==> config.mk <==
export PLATFORM = sky130hd
export DESIGN_NAME = qif_neuron_array_flat
export DESIGN_NICKNAME = d
export VERILOG_FILES = /design/src/rtl/qif_neuron_array_if.sv /design/src/rtl/qif_neuron_array.sv /design/src/flat_wrapper.sv
export SDC_FILE = /design/constraint.sdc
export NUM_CORES = 1
export LEC_CHECK = 0
export CORE_MARGIN = 1.5
export CORE_UTILIZATION = 52
export CTS_CLUSTER_SIZE = 20
export DETAILED_ROUTE_END_ITERATION = 7
export PLACE_DENSITY_LB_ADDON = 0.08
export RECOVER_POWER = 50
export SYNTH_ARGS = -nofsm -noshare
export SYNTH_HDL_FRONTEND = slang
export SYNTH_SLANG_ARGS = --single-unit
==> constraint.sdc <==
create_clock -name clk -period 8.2 [get_ports clk]
set_input_delay 2.46 -clock clk [delete_from_list [all_inputs] [get_ports clk]]
set_output_delay 2.46 -clock clk [all_outputs]
set_load 0.05 [all_outputs]
==> src/rtl/qif_neuron_array_if.sv <==
// Bus bundle for qif_neuron_array: update enable, synaptic currents, monitor
// select and the spike/monitor outputs.
interface qif_neuron_array_if #(
  parameter int WIDTH  = 8,
  parameter int N_NEUR = 4
);
  localparam int ID_W = $clog2(N_NEUR);

  logic                    en;
  logic [N_NEUR*WIDTH-1:0] i_syn;
  logic [ID_W-1:0]         mon_sel;
  logic [WIDTH-1:0]        v_mon;
  logic                    spike_vld;
  logic [ID_W-1:0]         spike_id;
  logic [N_NEUR-1:0]       spike_vec;
  logic                    round_done;

  modport master (
    output en, i_syn, mon_sel,
    input  v_mon, spike_vld, spike_id, spike_vec, round_done
  );

  modport slave (
    input  en, i_syn, mon_sel,
    output v_mon, spike_vld, spike_id, spike_vec, round_done
  );
endinterface

==> src/rtl/qif_neuron_array.sv <==
// Time-multiplexed array of quadratic integrate-and-fire neurons sharing one update path.
// Optional macro QIF_REFRAC_EN adds per-neuron refractory counters.
module qif_neuron_array #(
  parameter int               WIDTH   = 8,
  parameter int               N_NEUR  = 4,
  parameter logic [WIDTH-1:0] V_TH    = 8'd240,
  parameter logic [WIDTH-1:0] V_RESET = 8'd0,
  parameter int               REFRAC  = 3,
  parameter int               SHIFT   = 8
) (
  input logic               clk,
  input logic               rst_n,
  qif_neuron_array_if.slave bus
);
  localparam int ID_W  = $clog2(N_NEUR);
  localparam int SUM_W = 2*WIDTH + 2;
  localparam logic [SUM_W-1:0] SAT_MAX = {{(SUM_W-WIDTH){1'b0}}, {WIDTH{1'b1}}};
  localparam logic [ID_W-1:0]  LAST_ID = ID_W'(N_NEUR-1);

  function automatic logic [WIDTH-1:0] f_sat(input logic [SUM_W-1:0] s);
    return (s > SAT_MAX) ? {WIDTH{1'b1}} : s[WIDTH-1:0];
  endfunction

  logic [WIDTH-1:0]  r_v [N_NEUR];
  logic [ID_W-1:0]   r_ptr;
  logic [WIDTH-1:0]  r_v_mon;
  logic              r_spike_vld;
  logic [ID_W-1:0]   r_spike_id;
  logic [N_NEUR-1:0] r_spike_vec;
  logic              r_round_done;

  logic [WIDTH-1:0]  w_v;
  logic [WIDTH-1:0]  w_i;
  logic [SUM_W-1:0]  w_vw;
  logic [SUM_W-1:0]  w_sq;
  logic [SUM_W-1:0]  w_sum;
  logic [WIDTH-1:0]  w_vnext;
  logic              w_hold;
  logic              w_fire;
  logic [WIDTH-1:0]  w_vupd;

  // Shared update datapath operating on the neuron selected by r_ptr
  always_comb begin
    w_v     = r_v[r_ptr];
    w_i     = bus.i_syn[r_ptr*WIDTH +: WIDTH];
    w_vw    = SUM_W'(w_v);
    w_sq    = w_vw * w_vw;
    w_sum   = w_vw + (w_sq >> SHIFT) + SUM_W'(w_i);
    w_vnext = f_sat(w_sum);
    w_fire  = !w_hold && (w_vnext >= V_TH);
    w_vupd  = (w_hold || w_fire) ? V_RESET : w_vnext;
  end

`ifdef QIF_REFRAC_EN
  localparam int REF_W = (REFRAC < 1) ? 1 : $clog2(REFRAC + 1);
  logic [REF_W-1:0] r_ref [N_NEUR];

  assign w_hold = (r_ref[r_ptr] != '0);

  always_ff @(posedge clk or negedge rst_n) begin
    if (!rst_n) begin
      for (int k = 0; k < N_NEUR; k++) r_ref[k] <= '0;
    end else if (bus.en) begin
      if (w_hold)      r_ref[r_ptr] <= r_ref[r_ptr] - 1'b1;
      else if (w_fire) r_ref[r_ptr] <= REF_W'(REFRAC);
    end
  end
`else
  assign w_hold = 1'b0;
`endif

  // Membrane, pointer and registered outputs
  always_ff @(posedge clk or negedge rst_n) begin
    if (!rst_n) begin
      for (int k = 0; k < N_NEUR; k++) r_v[k] <= V_RESET;
      r_ptr        <= '0;
      r_v_mon      <= '0;
      r_spike_vld  <= 1'b0;
      r_spike_id   <= '0;
      r_spike_vec  <= '0;
      r_round_done <= 1'b0;
    end else begin
      r_v_mon <= r_v[bus.mon_sel];
      if (bus.en) begin
        r_v[r_ptr]         <= w_vupd;
        r_ptr              <= r_ptr + 1'b1;
        r_spike_vld        <= w_fire;
        r_spike_vec[r_ptr] <= w_fire;
        r_round_done       <= (r_ptr == LAST_ID);
        if (w_fire) r_spike_id <= r_ptr;
      end else begin
        r_spike_vld  <= 1'b0;
        r_round_done <= 1'b0;
      end
    end
  end

  assign bus.v_mon      = r_v_mon;
  assign bus.spike_vld  = r_spike_vld;
  assign bus.spike_id   = r_spike_id;
  assign bus.spike_vec  = r_spike_vec;
  assign bus.round_done = r_round_done;
endmodule

==> src/flat_wrapper.sv <==
// flat-port wrapper written by rule: the top's interface ports become plain ports
module qif_neuron_array_flat 
#(
  parameter int               WIDTH   = 8,
  parameter int               N_NEUR  = 4,
  parameter logic [WIDTH-1:0] V_TH    = 8'd240,
  parameter logic [WIDTH-1:0] V_RESET = 8'd0,
  parameter int               REFRAC  = 3,
  parameter int               SHIFT   = 8
)
  (clk, rst_n, bus_en, bus_i_syn, bus_mon_sel, bus_v_mon, bus_spike_vld, bus_spike_id, bus_spike_vec, bus_round_done);
  qif_neuron_array_if #(.WIDTH(WIDTH), .N_NEUR(N_NEUR)) bus_i ();
  input logic clk;
  input logic rst_n;
  input wire logic [$bits(bus_i.en)-1:0] bus_en;
  input wire logic [$bits(bus_i.i_syn)-1:0] bus_i_syn;
  input wire logic [$bits(bus_i.mon_sel)-1:0] bus_mon_sel;
  output wire logic [$bits(bus_i.v_mon)-1:0] bus_v_mon;
  output wire logic [$bits(bus_i.spike_vld)-1:0] bus_spike_vld;
  output wire logic [$bits(bus_i.spike_id)-1:0] bus_spike_id;
  output wire logic [$bits(bus_i.spike_vec)-1:0] bus_spike_vec;
  output wire logic [$bits(bus_i.round_done)-1:0] bus_round_done;
  assign bus_i.en = bus_en;
  assign bus_i.i_syn = bus_i_syn;
  assign bus_i.mon_sel = bus_mon_sel;
  assign bus_v_mon = bus_i.v_mon;
  assign bus_spike_vld = bus_i.spike_vld;
  assign bus_spike_id = bus_i.spike_id;
  assign bus_spike_vec = bus_i.spike_vec;
  assign bus_round_done = bus_i.round_done;
  qif_neuron_array #(.WIDTH(WIDTH), .N_NEUR(N_NEUR), .V_TH(V_TH), .V_RESET(V_RESET), .REFRAC(REFRAC), .SHIFT(SHIFT)) u_core (.clk(clk), .rst_n(rst_n), .bus(bus_i));
endmodule
==> flow_summary.yaml, run 1 <==
status:
  run_status: "complete, but fails checks"
  violations: "design-rule violations, max-capacitance violations, max-slew violations"
cells_and_area:
  fin_util: 0.644
  layout-area-overhead-vs-synth_pct: 18.6
  diodes: 0
  filler_cell_count: 748
  count_of_placed_standard_cells_in_the_final_layout_fillers_left_out: 635
  post_route_cells_drive_above_1_share: 0.129
  num-nets-final: 636
clock_network:
  clk_transition_reported_paths_ns: 0.09
  cts_tree: "built"
  ctsRootBufferMaster: "sky130_fd_sc_hd__clkbuf_8"
  cts_sink_cnt: 50
  cts_made_buffers: 5
  clk_buf_depth: 2
  cts_resized: 0
  cts_post_setup_buffers_inserted: 0
  postCtsHoldBufs: 0
  insertion_delay_ns: 0.31
  htreeDepth: 2
logic_synthesis:
  ys_dominant_reg_cell: "sky130_fd_sc_hd__dfrtp_1"
  synth_edf_count: 0
  synth.net_count: 583
  seq_area_frac_synth: 0.262
  yosys_register_bits: 50
  yosys.cell_types.count: 48
  synth.largest_area_cell: "sky130_fd_sc_hd__dfrtp_1"
  syn-instance-count: 473
  post-synth-top-count-cell: "sky130_fd_sc_hd__inv_1"
  yosys.area.top_type_share: 0.262
  synth_common_cells: "sky130_fd_sc_hd__inv_1, sky130_fd_sc_hd__nand2_1, sky130_fd_sc_hd__dfrtp_1"
  synthesis.area_per_instance_um2: 10.1
  synth_area_leaders: "sky130_fd_sc_hd__dfrtp_1, sky130_fd_sc_hd__ha_1, sky130_fd_sc_hd__fa_1"
  netlist_area_mm2: 0.00478
  synth_async_sr_flop_share: 1.00
  synth_warnings: 0
grt:
  grt_use_met3: 0.0340
  vias_in_the_first_global_route: 3964
  grt_util_met2: 0.438
  gr-usage-met1: 0.327
  first_pass_grt_wire_length_um: 19300
  remaining_global_route_overflow: 0
  global_route.usage.total: 0.250
  grt.busiest_layer: "met2"
  grt_start_max_net_pins: 51
  number_of_antenna_violations_at_the_first_check_in_global_routing: 0
critical_path:
  critical_path.max_fanout: 28
  path_delay_family: "adder cells"
  slowest_delay_ns: 0.58
  crit_path_frequent_cell: "sky130_fd_sc_hd__fa_1"
  timing.critical_path.buf_inv: 4
  required_arrival_time_at_the_worst_endpoint_ns: 8.40
  criticalPathCategory: "flop to flop"
  cell_type_of_the_slowest_stage_on_the_worst_timing_path: "sky130_fd_sc_hd__mux4_2"
  arrival_time_of_data_at_the_critical_path_endpoint_ns: 8.13
  kind_of_start_point_of_the_critical_path: "flop"
  timing.critical_path.to_type: "flop"
drt:
  via_total_after_detailed_routing: 3765
  via_per_inst: 5.93
  drc: 1
  routed_wl_um: 11500
  drtAntennaViolNets: 0
  drtPass1Iterations: 6
  detailedRoute.firstIterationViolations: 175
  routed_wire_length_per_instance_um: 18.1
sta:
  max_slew_margin: -0.733
  timing.final.crit_share: 0.967
  hold_violations: 0
  tns_ns: 0
  report.final.setup_viol: 0
  maxClockFrequency_mhz: 126
  final_setup_skew_ns: 0.00810
  slew_of_the_pin_with_the_lowest_slew_margin_ns: 2.60
  finalWorstPathRequiredPeriod_ns: 7.93
  slew_violations: 51
floorplan:
  die_area_mm2: 0.00978
  die_h_um: 98.9
  die_w_um: 98.9
  placement_rows: 34
  initial_utilization: 0.543
  floorplan.core_area_mm2: 0.00881
  ios: 53
placement:
  dp_cells: 627
  port_buffers: 52
  dpl_wire_length_um: 8830
  place.gp.congestion: 0.855
min_path:
  timing.hold.worst.class: "flop to flop"
run:
  drv.max_cap_violation_count: 1
==> worst register-to-register path, delay by kind of cell (launching register included) <==
kind            cells  cell delay, ns
compound gates      7            1.60
xor+xnor            2            0.25
fa+ha+maj           7            3.17
buf+inv             4            0.44
flops               1            0.35
mux                 1            0.58
simple gates        7            1.41
==> registers in the layout (all words and copies together) (netlist names) <==
register	count
u_core.bus.spike_id	2
u_core.bus.spike_vld	1
u_core.r_v	32
u_core.r_ptr	2
u_core.bus.v_mon	8
u_core.bus.spike_vec	4
u_core.bus.round_done	1
==> final timing paths <==
| path | start | endpoint | slack [ns] | depth (start not counted) |
|---|---|---|---|---|
| max in group asynchronous | rst_n | u_core.r_v[14] | 3.77 | 1 |
| max | u_core.r_ptr[0] | u_core.r_v[20] | 0.27 | 28 |
| min | u_core.r_v[29] | u_core.r_v[29] | 0.50 | 2 |
| max reg2reg | u_core.r_ptr[0] | u_core.r_v[20] | 0.27 | 28 |
| min in group asynchronous | rst_n | u_core.r_v[20] | 2.95 | 1 |
| min reg2reg | u_core.r_v[29] | u_core.r_v[29] | 0.50 | 2 |
==> cell families after synthesis <==
family                   synth area share
buffers and inverters              0.0668
XOR/XNOR                           0.0403
flip-flops                          0.262
adder cells (fa/ha/maj)             0.232
AND/OR/NAND/NOR                     0.121
AO/OA/AOI/OAI                       0.163
multiplexers                        0.115
==> per-stage QoR <==
step           setup slack (ns)  instance area, um2  hold slack, ns
2_1_floorplan             0.458                4780           0.454
3_3_place_gp              0.468                5470           0.469
3_5_place_dp              0.294                5470           0.480
4_1_cts                   0.243                5560           0.508
5_1_grt                 -0.0483                5670           0.527
6_report                  0.267                5670           0.503
==> cell usage in the layout (no fill, tap or decap), drive strengths merged, types with 3 or more instances in the layout <==
cell type	instances
fa	26
nand3	9
nand2	52
a211oi	5
o31a	4
a21oi	16
clkbuf	8
inv	57
dfrtp	50
o211ai	3
o41ai	24
clkdlybuf4s50	49
and2	19
xnor2	14
a21o	8
xor2	8
nand2b	9
o21bai	6
mux4	23
o21ai	12
o31ai	8
and3	4
ha	47
buf	16
nor2	20
==> layer usage <==
metal / up-vias / wire length (um)
met5: - / 0
met4: 0 / 215
met3: 17 / 437
met2: 80 / 5930
met1: 1879 / 4930
li1: 1789 / -
==> area by class of cell <==
type                            instances  area [um2]  share of cell area
Inverter                               56         210              0.0371
Sequential cell                        50        1250               0.221
Timing Repair Buffer                   68         663               0.117
Tap cell                              108         135              0.0238
Multi-Input combinational cell        345        3320               0.585
Clock buffer                            7        86.3              0.0152
Clock inverter                          1        8.76             0.00154
Power of run 1 is left out: the tool's default activity adds up to more than one toggle a clock period on the data nets, which glitch-free logic cannot reach.
==> run 2: changes to the inputs <==
- CAP_MARGIN: not set -> 20
==> run 2 against run 1 <==
  * The run still ends with design-rule violations, max-capacitance violations, max-slew violations left
  * Global-route usage did not move
  * Core utilization rose by 0.13 points
  * Cell count rose by 0.16%
  * Fmax barely moved
  * Worst hold slack improved by 0.0062 ns
  * Flip-flop and latch count did not move
  * Register-to-register slack barely moved
  * Non-clock buffer count rose by 1
  * Die area did not move
  * First-iteration DRC count rose by 20%
  * Via count fell by 0.21%
  * Critical path depth did not move
  * Highest routed layer unchanged
==> flow_summary.yaml, run 2 (same netlist as run 1, synthesis figures left out) <==
status:
  run_status: "complete, but fails checks"
  violations: "design-rule violations, max-capacitance violations, max-slew violations"
cells_and_area:
  top_register: "u_core.r_v"
  largest_register_ffs: 32
  count_of_placed_standard_cells_in_the_final_layout_fillers_left_out: 636
  filler_cell_count: 746
  fin_area_mm2: 0.00568
  diodes: 0
  post_route_cells_drive_above_1_share: 0.131
  num-nets-final: 637
  layout-area-overhead-vs-synth_pct: 18.9
  multi_input_area_mm2: 0.00332
  seqCellArea_mm2: 0.00125
  layout.cells.most_common: "sky130_fd_sc_hd__inv_1"
  mostFrequentLayoutCells: "sky130_fd_sc_hd__inv_1, sky130_fd_sc_hd__nand2_1, sky130_fd_sc_hd__dfrtp_1, sky130_fd_sc_hd__clkdlybuf4s50_1, sky130_fd_sc_hd__ha_1"
critical_path:
  required_arrival_time_at_the_worst_endpoint_ns: 8.40
  critical_path.max_fanout: 28
  slowest_delay_ns: 0.58
  cell_type_of_the_slowest_stage_on_the_worst_timing_path: "sky130_fd_sc_hd__mux4_2"
  crit_path_frequent_cell: "sky130_fd_sc_hd__fa_1"
  criticalPathCategory: "flop to flop"
  arrival_time_of_data_at_the_critical_path_endpoint_ns: 8.13
  kind_of_start_point_of_the_critical_path: "flop"
  timing.critical_path.to_type: "flop"
floorplan:
  die_h_um: 98.9
  placement_rows: 34
  ios: 53
  die_area_mm2: 0.00978
  die_w_um: 98.9
  initial_utilization: 0.543
  floorplan.core_area_mm2: 0.00881
placement:
  place.gp.congestion: 0.855
  post-place-ws_ns: 0.294
  dp_cells: 627
  dpl_wire_length_um: 8830
  port_buffers: 52
  postPlaceCellArea_mm2: 0.00547
grt:
  grt_start_max_net_pins: 51
  vias_in_the_first_global_route: 3964
  number_of_antenna_violations_at_the_first_check_in_global_routing: 0
  global_route.usage.total: 0.250
  remaining_global_route_overflow: 0
  first_pass_grt_wire_length_um: 19300
drt:
  drtPass1Iterations: 6
  via_total_after_detailed_routing: 3757
  drtAntennaViolNets: 0
  via_per_inst: 5.91
  routed_wl_um: 11500
  drc: 1
  detailedRoute.firstIterationViolations: 210
  routed_wire_length_per_instance_um: 18.1
clock_network:
  cts_tree: "built"
  insertion_delay_ns: 0.31
  cts_sink_cnt: 50
  clk_buf_depth: 2
  cts_made_buffers: 5
  htreeDepth: 2
  cts_post_setup_buffers_inserted: 0
  postCtsHoldBufs: 0
  ctsRootBufferMaster: "sky130_fd_sc_hd__clkbuf_8"
  clk_transition_reported_paths_ns: 0.09
sta:
  report.final.setup_viol: 0
  timing.final.crit_share: 0.968
  finalWorstSetupSlack_ns: 0.266
  final_setup_skew_ns: 0.00826
  slew_violations: 36
  max_slew_margin: -0.246
  hold_violations: 0
  maxClockFrequency_mhz: 126
  slew_of_the_pin_with_the_lowest_slew_margin_ns: 1.87
  tns_ns: 0
  finalWorstPathRequiredPeriod_ns: 7.93
run:
  drv.max_cap_violation_count: 1
min_path:
  timing.hold.worst.class: "flop to flop"
==> run 2: layout make-up <==
| type | count | area share |
|---|---|---|
| multi-input cells | 345 | 0.585 |
| flip-flops and latches | 50 | 0.220 |
| repair buffers | 69 | 0.117 |
| inverters | 56 | 0.0370 |
| well taps | 108 | 0.0238 |
| clock buffers | 7 | 0.0152 |
| clock inverters | 1 | 0.00154 |
==> run 2: metal layers <==
layer  part of all wire  wire length (um)  track usage  up-vias
met2               0.52              5940        0.438       81
met5                  0                 0            0        -
met1               0.43              5000        0.327     1862
met3              0.032               368       0.0340       17
li1                   -                 -            -     1797
met4              0.018               212       0.0637        0
==> run 2: timing repair <==
| item | CTS | global route |
|---|---|---|
| endpoints found under the hold margin | 0 | 0 |
| resized for setup | 0 | 20 |
| endpoints found under the setup margin | 0 | 39 |
==> run 2: per-stage QoR <==
stage	hold slack [ns]	utilization
after floorplan	0.454	-
after global placement	0.469	0.621
after detailed placement	0.480	0.621
after CTS	0.508	0.632
after global routing	0.527	0.645
final	0.510	0.645
==> run 2: path summary, 6_finish.rpt <==
kind                                  from  slack, ns  depth (start not counted)                   to
hold / removal              u_core.r_v[17]       0.51                          2       u_core.r_v[17]
hold reg to reg             u_core.r_v[17]       0.51                          2       u_core.r_v[17]
setup reg to reg           u_core.r_ptr[0]       0.27                         28       u_core.r_v[20]
max in group asynchronous            rst_n       3.78                          2  u_core.bus.v_mon[1]
setup / recovery           u_core.r_ptr[0]       0.27                         28       u_core.r_v[20]
min in group asynchronous            rst_n       2.21                          1       u_core.r_v[20]
==> run 2: critical path: cells and delay by family, from the launching register on <==
family	cells	cell delay (ns)
buffers and inverters	4	0.44
xor gates and xnor gates	2	0.25
and+or+nand+nor	7	1.41
adders and majority gates	7	3.17
DFF	1	0.35
muxes	1	0.58
AOI/OAI and AO/OA	7	1.59
Power of run 2 is left out for the same reason.
==> run 3: changes to the inputs <==
- GPL_ROUTABILITY_DRIVEN: not set -> 0
==> results of run 3 <==
The final DEF is identical to that of run 2; final timing and power are the same.
Power of run 3 is left out for the same reason.
